==> src/rtl/viterbi_pkg.sv <==
// Shared types and code parameters for the rate-1/2 convolutional encoder
// and the Viterbi decoder datapath (BM/ACS, branch-label generation).
package viterbi_pkg;

  // Constraint length; the encoder shift register holds K-1 past bits.
  localparam int unsigned K = 3;

  // Generators: bit K-1 taps the current input, bit K-2 the newest past bit.
  localparam logic [K-1:0] G0 = 3'b111;
  localparam logic [K-1:0] G1 = 3'b101;

  // Tail counter wide enough to hold K-1.
  localparam int unsigned TAIL_W = $clog2(K);

  typedef logic [1:0]        sym_t;
  typedef logic [K-2:0]      enc_state_t;
  typedef logic [TAIL_W-1:0] tail_cnt_t;

  typedef enum logic {
    ST_DATA = 1'b0,
    ST_TAIL = 1'b1
  } enc_fsm_t;

endpackage

==> src/rtl/conv_enc_parity.sv <==
// Combinational parity network: (input bit, encoder state) -> code symbol.
// Also used by the decoder to generate expected branch labels.
//   in_bit : current information bit
//   sr     : past bits, sr[K-2] newest
//   sym_c  : {c0 (G0), c1 (G1)}
module conv_enc_parity
  import viterbi_pkg::*;
(
  input  logic       in_bit,
  input  enc_state_t sr,
  output sym_t       sym_c
);

  logic [K-1:0] v;

  assign v     = {in_bit, sr};
  assign sym_c = {^(v & G0), ^(v & G1)};

endmodule

==> src/rtl/conv_encoder.sv <==
// Rate-1/2 feed-forward convolutional encoder with valid/ready handshakes and
// a single registered output slot. Frames are zero-terminated with K-1 tail
// symbols so the decoder traceback starts from state 0.
// Macro CONV_ENC_TAIL_EN: when defined, each frame is followed by K-1 tail
// symbols (N bits -> N+K-1 symbols); when undefined there is no tail, o_last
// marks the symbol of the i_last bit and the state is cleared on that fire.
// Ports:
//   i_clk, i_rst_n    : clock (rising edge), asynchronous active-low reset
//   i_bit/i_last      : information bit and end-of-frame flag, qualified by i_valid
//   o_ready           : encoder accepts an input this cycle
//   o_sym/o_last      : code symbol and end-of-frame flag, qualified by o_valid
//   i_ready           : downstream accepts o_sym this cycle
//   o_busy            : frame in progress (first bit accepted .. last symbol handed off)
module conv_encoder
  import viterbi_pkg::*;
(
  input  logic i_clk,
  input  logic i_rst_n,
  input  logic i_bit,
  input  logic i_valid,
  input  logic i_last,
  output logic o_ready,
  output sym_t o_sym,
  output logic o_valid,
  output logic o_last,
  input  logic i_ready,
  output logic o_busy
);

  enc_fsm_t   state_q, state_d;
  enc_state_t sr_q, sr_d;
  sym_t       sym_q, sym_d;
  logic       valid_q, valid_d;
  logic       last_q, last_d;
  logic       busy_q, busy_d;
`ifdef CONV_ENC_TAIL_EN
  tail_cnt_t  tail_cnt_q, tail_cnt_d;
`endif

  logic out_free;
  logic in_fire;
  logic out_fire;
  logic enc_in;
  sym_t par_sym_c;

  // Output slot can take a new symbol if empty or being drained this cycle.
  assign out_free = !valid_q | i_ready;
  assign o_ready  = (state_q == ST_DATA) & out_free;
  assign in_fire  = i_valid & o_ready;
  assign out_fire = valid_q & i_ready;

  // Tail symbols encode a forced zero input.
  assign enc_in   = (state_q == ST_DATA) ? i_bit : 1'b0;

  conv_enc_parity u_parity (
    .in_bit (enc_in),
    .sr     (sr_q),
    .sym_c  (par_sym_c)
  );

  // Next-state and output-slot logic.
  always_comb begin
    state_d = state_q;
    sr_d    = sr_q;
    sym_d   = sym_q;
    valid_d = valid_q;
    last_d  = last_q;
    busy_d  = busy_q;
`ifdef CONV_ENC_TAIL_EN
    tail_cnt_d = tail_cnt_q;
`endif

    // Drain first so a same-cycle refill (and a new frame's busy) wins.
    if (out_fire) begin
      valid_d = 1'b0;
      last_d  = 1'b0;
      if (last_q) begin
        busy_d = 1'b0;
      end
    end

    case (state_q)
      ST_DATA: begin
        if (in_fire) begin
          sym_d   = par_sym_c;
          valid_d = 1'b1;
          busy_d  = 1'b1;
          last_d  = 1'b0;
          sr_d    = enc_state_t'({i_bit, sr_q} >> 1);
          if (i_last) begin
`ifdef CONV_ENC_TAIL_EN
            tail_cnt_d = tail_cnt_t'(K - 1);
            state_d    = ST_TAIL;
`else
            last_d = 1'b1;
            sr_d   = '0;
`endif
          end
        end
      end
`ifdef CONV_ENC_TAIL_EN
      ST_TAIL: begin
        // Flush zeros; the state register returns to 0 after K-1 symbols.
        if (out_free) begin
          sym_d      = par_sym_c;
          valid_d    = 1'b1;
          sr_d       = enc_state_t'({1'b0, sr_q} >> 1);
          tail_cnt_d = tail_cnt_q - tail_cnt_t'(1);
          if (tail_cnt_q == tail_cnt_t'(1)) begin
            last_d  = 1'b1;
            state_d = ST_DATA;
          end
        end
      end
`endif
      default: begin
        state_d = ST_DATA;
      end
    endcase
  end

  // State and output registers.
  always_ff @(posedge i_clk or negedge i_rst_n) begin
    if (!i_rst_n) begin
      state_q <= ST_DATA;
      sr_q    <= '0;
      sym_q   <= '0;
      valid_q <= 1'b0;
      last_q  <= 1'b0;
      busy_q  <= 1'b0;
`ifdef CONV_ENC_TAIL_EN
      tail_cnt_q <= '0;
`endif
    end else begin
      state_q <= state_d;
      sr_q    <= sr_d;
      sym_q   <= sym_d;
      valid_q <= valid_d;
      last_q  <= last_d;
      busy_q  <= busy_d;
`ifdef CONV_ENC_TAIL_EN
      tail_cnt_q <= tail_cnt_d;
`endif
    end
  end

  assign o_sym   = sym_q;
  assign o_valid = valid_q;
  assign o_last  = last_q;
  assign o_busy  = busy_q;

endmodule

==> config.mk <==
export PLATFORM = sky130hd
export DESIGN_NAME = conv_encoder
export DESIGN_NICKNAME = d
export VERILOG_FILES = /design/src/rtl/viterbi_pkg.sv /design/src/rtl/conv_enc_parity.sv /design/src/rtl/conv_encoder.sv
export SDC_FILE = /design/constraint.sdc
export NUM_CORES = 1
export LEC_CHECK = 0
export ABC_AREA = 1
export BUFFER_PORTS_ARGS = -buffer_cell sky130_fd_sc_hd__buf_2
export CAP_MARGIN = 20
export CORE_AREA = 2 2 39 41
export CTS_CLUSTER_DIAMETER = 30
export DETAILED_ROUTE_END_ITERATION = 8
export DIE_AREA = 0 0 41 43
export GPL_TIMING_DRIVEN = 0
export PLACE_DENSITY = 0.46
export SYNTH_ARGS = -nofsm -noshare
export SYNTH_HDL_FRONTEND = slang
export SYNTH_SLANG_ARGS = --single-unit
==> constraint.sdc <==
create_clock -name i_clk -period 2.45 [get_ports i_clk]
set_clock_uncertainty 0.2 [all_clocks]
set_input_delay 0.1225 -clock i_clk [delete_from_list [all_inputs] [get_ports i_clk]]
set_output_delay 0.1225 -clock i_clk [all_outputs]
set_load 0.005 [all_outputs]
======== Yosys cells after proc, flatten, opt, wreduce, memory -nomap -nowiden ========
Index checks and enable logic that the tools add are counted.
operators by class
  mux-type cells .......................... 8
  bitwise gates (word level) .............. 3
  reductions and logical operators ........ 6
operator list
  cell               number
  $mux 1             7
  $reduce_xor 3->1   2
  $reduce_bool 2->1  2
  $and 1x1->1        2
  $mux 2             1
  $reduce_and 2->1   1
  $logic_not 1->1    1
  $or 1x1->1         1
storage, ports and cells
  flip-flop bits (word level) ............. 7
  input port bits ......................... 6
  output and inout bits ................... 6
  word-level logic and storage cells ...... 22

======== Depth between registers and ports, before layout ========
  depth after elaboration ................. 5
  gate-level depth with buffers ........... 6

======== Cells and area by module ========
From an unflattened synthesis, not the netlist that was laid out.
unflattened totals
  cell total of the unflattened synthesis .. 44
  area total of the unflattened synthesis .. 352.8 sq um
by module, submodules not included
  module           times used  cells each  area an instance (sq um)  seq. area each (sq um)
  conv_encoder     1           33          309.0                     175.2
  conv_enc_parity  1           11          43.8                      0.0

======== Worst setup path after synthesis ========
Ideal clock, no wire load.
  kind .................................... flip-flop to flip-flop
  start ................................... reg valid_q (netlist: o_valid)
  end ..................................... reg sym_q[1] (netlist: o_sym[1])
  setup time .............................. 115 ps
  data arrival time ....................... 720 ps
  data required time ...................... 2135 ps
  setup slack ............................. 1415 ps
  cell stages (with the launch flop) ...... 6
  path buffers ............................ 0
  period minus slack after synthesis ...... 1035 ps
  cells stage by stage .................... dfrtp_1 nand2_4 nand2_4 inv_2 nand3_2 nand2_2
between the ends
  word-level cells in the longest chain between the ends .. 3
RTL lines
  what                      line                 RTL
  start: declaration        conv_encoder.sv:33   logic valid_q, valid_d;
  start signal: assignment  conv_encoder.sv:138  valid_q <= valid_d;
  $logic_not 1->1           conv_encoder.sv:47   assign out_free = !valid_q | i_ready;
  $or 1x1->1                conv_encoder.sv:47
  via o_ready               conv_encoder.sv:22   output logic o_ready,
  $and 1x1->1               conv_encoder.sv:49   assign in_fire = i_valid & o_ready;
  end signal: assignment    conv_encoder.sv:137  sym_q <= sym_d;
  end: declaration          conv_encoder.sv:32   sym_t sym_q, sym_d;
The timed path passes the listed nets, and every way through them passes these cells.
A chain may end at the register's enable or synchronous reset.

======== Worst setup path in the final report ========
  start ................................... in i_last
  end ..................................... reg sr_q[1]
between the ends
  word-level cells in the longest chain between the ends .. 1
RTL lines
  what                    line                 RTL
  start: declaration      conv_encoder.sv:21   input logic i_last,
  $mux 2                  conv_encoder.sv:90   if (i_last) begin
  end signal: assignment  conv_encoder.sv:136  sr_q <= sr_d;
  end: declaration        conv_encoder.sv:31   enc_state_t sr_q, sr_d;
No other way between the ends.

==> summary.txt <==
area of the multi-input gates: 135 um^2
hpwl dp: 481 um
Reg area: 175 um^2
hold slack: 4.07 ps
Final ANT Viol Nets: 0
Hold Violations, Final: 0
r2r setup slk: 1020 ps
drt via density: 4.00
Root Driver: clkbuf_4
RSZ-0062 raised after global routing: false
post-synthesis cell area: 337 um^2
Initial Util: 24.3%
r2r worst-path depth: 3
Period minus WS final: 1620 ps
max-slew violation count: 0
Fill cells: 149
Post-CTS Setup Bufs: 0
Port Buffers: 11
GRT Overall Usage: 10.6%
TNS Setup: 0 ps
row count: 14
hold crit path type: primary input to register
pwr dens: 614 nW/um^2
Clock H-tree levels: 1
Starting DRT DRC Count: 1
Hold Path Depth: 4
initial antenna violation count: 0
GRT Residual Overflow: 0
Routed WL: 650 um
Seq cells post-synth: 7
outcome: complete, no violations
Reg-to-Reg Start: o_valid
total die area: 1760 um^2
Hold Path Origin: i_bit
kind of critical path: primary input to register
CTS sink cnt: 7
proportion of layout cells with a drive suffix above 1: 31.1%
Startpoint Class: primary input
largest net degree at the start of global routing: 11
synth warn: 0
WHS Endpoint: o_sym[0]
Worst-Skew Late Latency: 240 ps
CP startpoint: i_last
Slew HR: 90.4%
Reg clk slew, reported paths: 50 ps
Post-Syn Instances: 40
Syn Nets: 46
nets@finish: 68
residual DRC count: 0
GR Layer Usage met3: 7.85%
leak pwr: 0.259 nW
Peak VDD IR: 0.279 mV
gr busiest metal: met2
clk buf depth: 2
DRT Pass-1 Iters: 3
number of max-cap violations: 0
crit path max fanout: 3
ANT cells: 0
synthesized area per cell: 8.41 um^2
Via Count: 308
highest clock rate: 618 MHz
CP required: 2420 ps
Total Power: 0.000306 W
Num CTS Buffers: 3
CP arrival: 1590 ps
GRT met1 Usage: 12.7%
M2 GR Usage: 14.1%
CP endpoint kind: register
Period Utilization, post-route: 66.0%
final number of setup-violating endpoints: 0
area added between synthesis and finish: 48.0%
I/O pin total: 12
CTS tree: done
gpl congestion: 0.674
WL per Instance: 8.44 um
slew at the pin closest to its max-slew limit: 143 ps
Die Y: 43 um
die width: 41 um
sequential share of the synthesized area: 52.0%
vias in the first global route: 294
Core ar.: 1380 um^2
r2r endpoint: o_valid
post-synth cell types: 12
global-route wire length before repair: 1.19 mm
## stage by stage
step | util [%] | cells | instance area (um^2) | setup WS [ps]
after floorplan | - | 40 | 337 | 1410
after global placement | 29.7 | 67 | 412 | 1390
after detailed placement | 29.7 | 67 | 412 | 1390
after CTS | 36.0 | 77 | 498 | 839
after global routing | 36.0 | 77 | 498 | 757
final | 36.0 | 77 | 498 | 832
## logic make-up after synthesis
group	count (synthesis)	share of synthesized area, %
flip-flops	7	52.0
AND/OR/NAND/NOR	20	30.9
buffers and inverters	7	7.81
AO/OA/AOI/OAI	6	9.29
## where the power goes
group	switching, W	leakage (nW)	internal (W)
registers	0.00000945	0.0843	0.000130
logic	0.0000311	0.159	0.0000314
clock network	0.0000412	0.0150	0.0000621
total	0.0000818	0.259	0.000224
## worst max-delay path by stage
stage                to  slack (ps)
2_1_floorplan  o_sym[1]        1410
3_3_place_gp   o_sym[1]        1390
3_5_place_dp   o_sym[1]        1390
4_1_cts         sr_q[1]         840
5_1_grt         sr_q[1]         760
6_report        sr_q[1]         830
## layer usage
layer	vias to the layer above	wire length [um]	part of all wire [%]
li1	165	-	-
met1	136	303	47
met2	7	311	48
met3	0	36	5.5
met4	0	0	0
met5	-	0	0
## critical path, cell delays in order
cell	delay, ps
dlygate4sd3_1	540
buf_2	120
inv_1	80
nand2_1	50
dlygate4sd3_1	550
o21ai_1	130
## repair_timing
action                     CTS  global route
hold endpoints to repair    12             0
hold buffers                 6             0
setup endpoints to repair    0             0
gates resized for setup      0             0
## cells in the final DEF, fill, tap and decap left out
master / count
nand3_2: 1
nand2_4: 2
inv_1: 6
inv_2: 1
clkbuf_1: 1
clkbuf_4: 3
nand3b_1: 1
dfrtp_1: 7
o21ai_1: 3
dlygate4sd3_1: 6
buf_2: 11
o21ai_0: 2
nand2_1: 14
nand2_2: 1
nand3_1: 1
o22ai_1: 1
## registers in the layout (all words and copies together), names as in the netlist
name / count
o_valid: 1
o_sym: 2
o_last: 1
sr_q: 2
o_busy: 1
## layout make-up
cell class,instances,share of cell area (%)
repair buffers,17,23.1
inverters,7,5.28
flip-flops and latches,7,35.2
well taps,16,4.02
multi-input cells,26,27.1
clock buffers,4,5.28
## cells in the mapped netlist, drive strengths merged
| master | count | area (um^2) |
|---|---|---|
| nand3 | 2 | 15.0 |
| o21ai | 5 | 25.0 |
| nand2 | 17 | 81.3 |
| inv | 7 | 26.3 |
| dfrtp | 7 | 175 |
| nand3b | 1 | 7.51 |
| o22ai | 1 | 6.26 |
(Power assumes the default switching activity.)
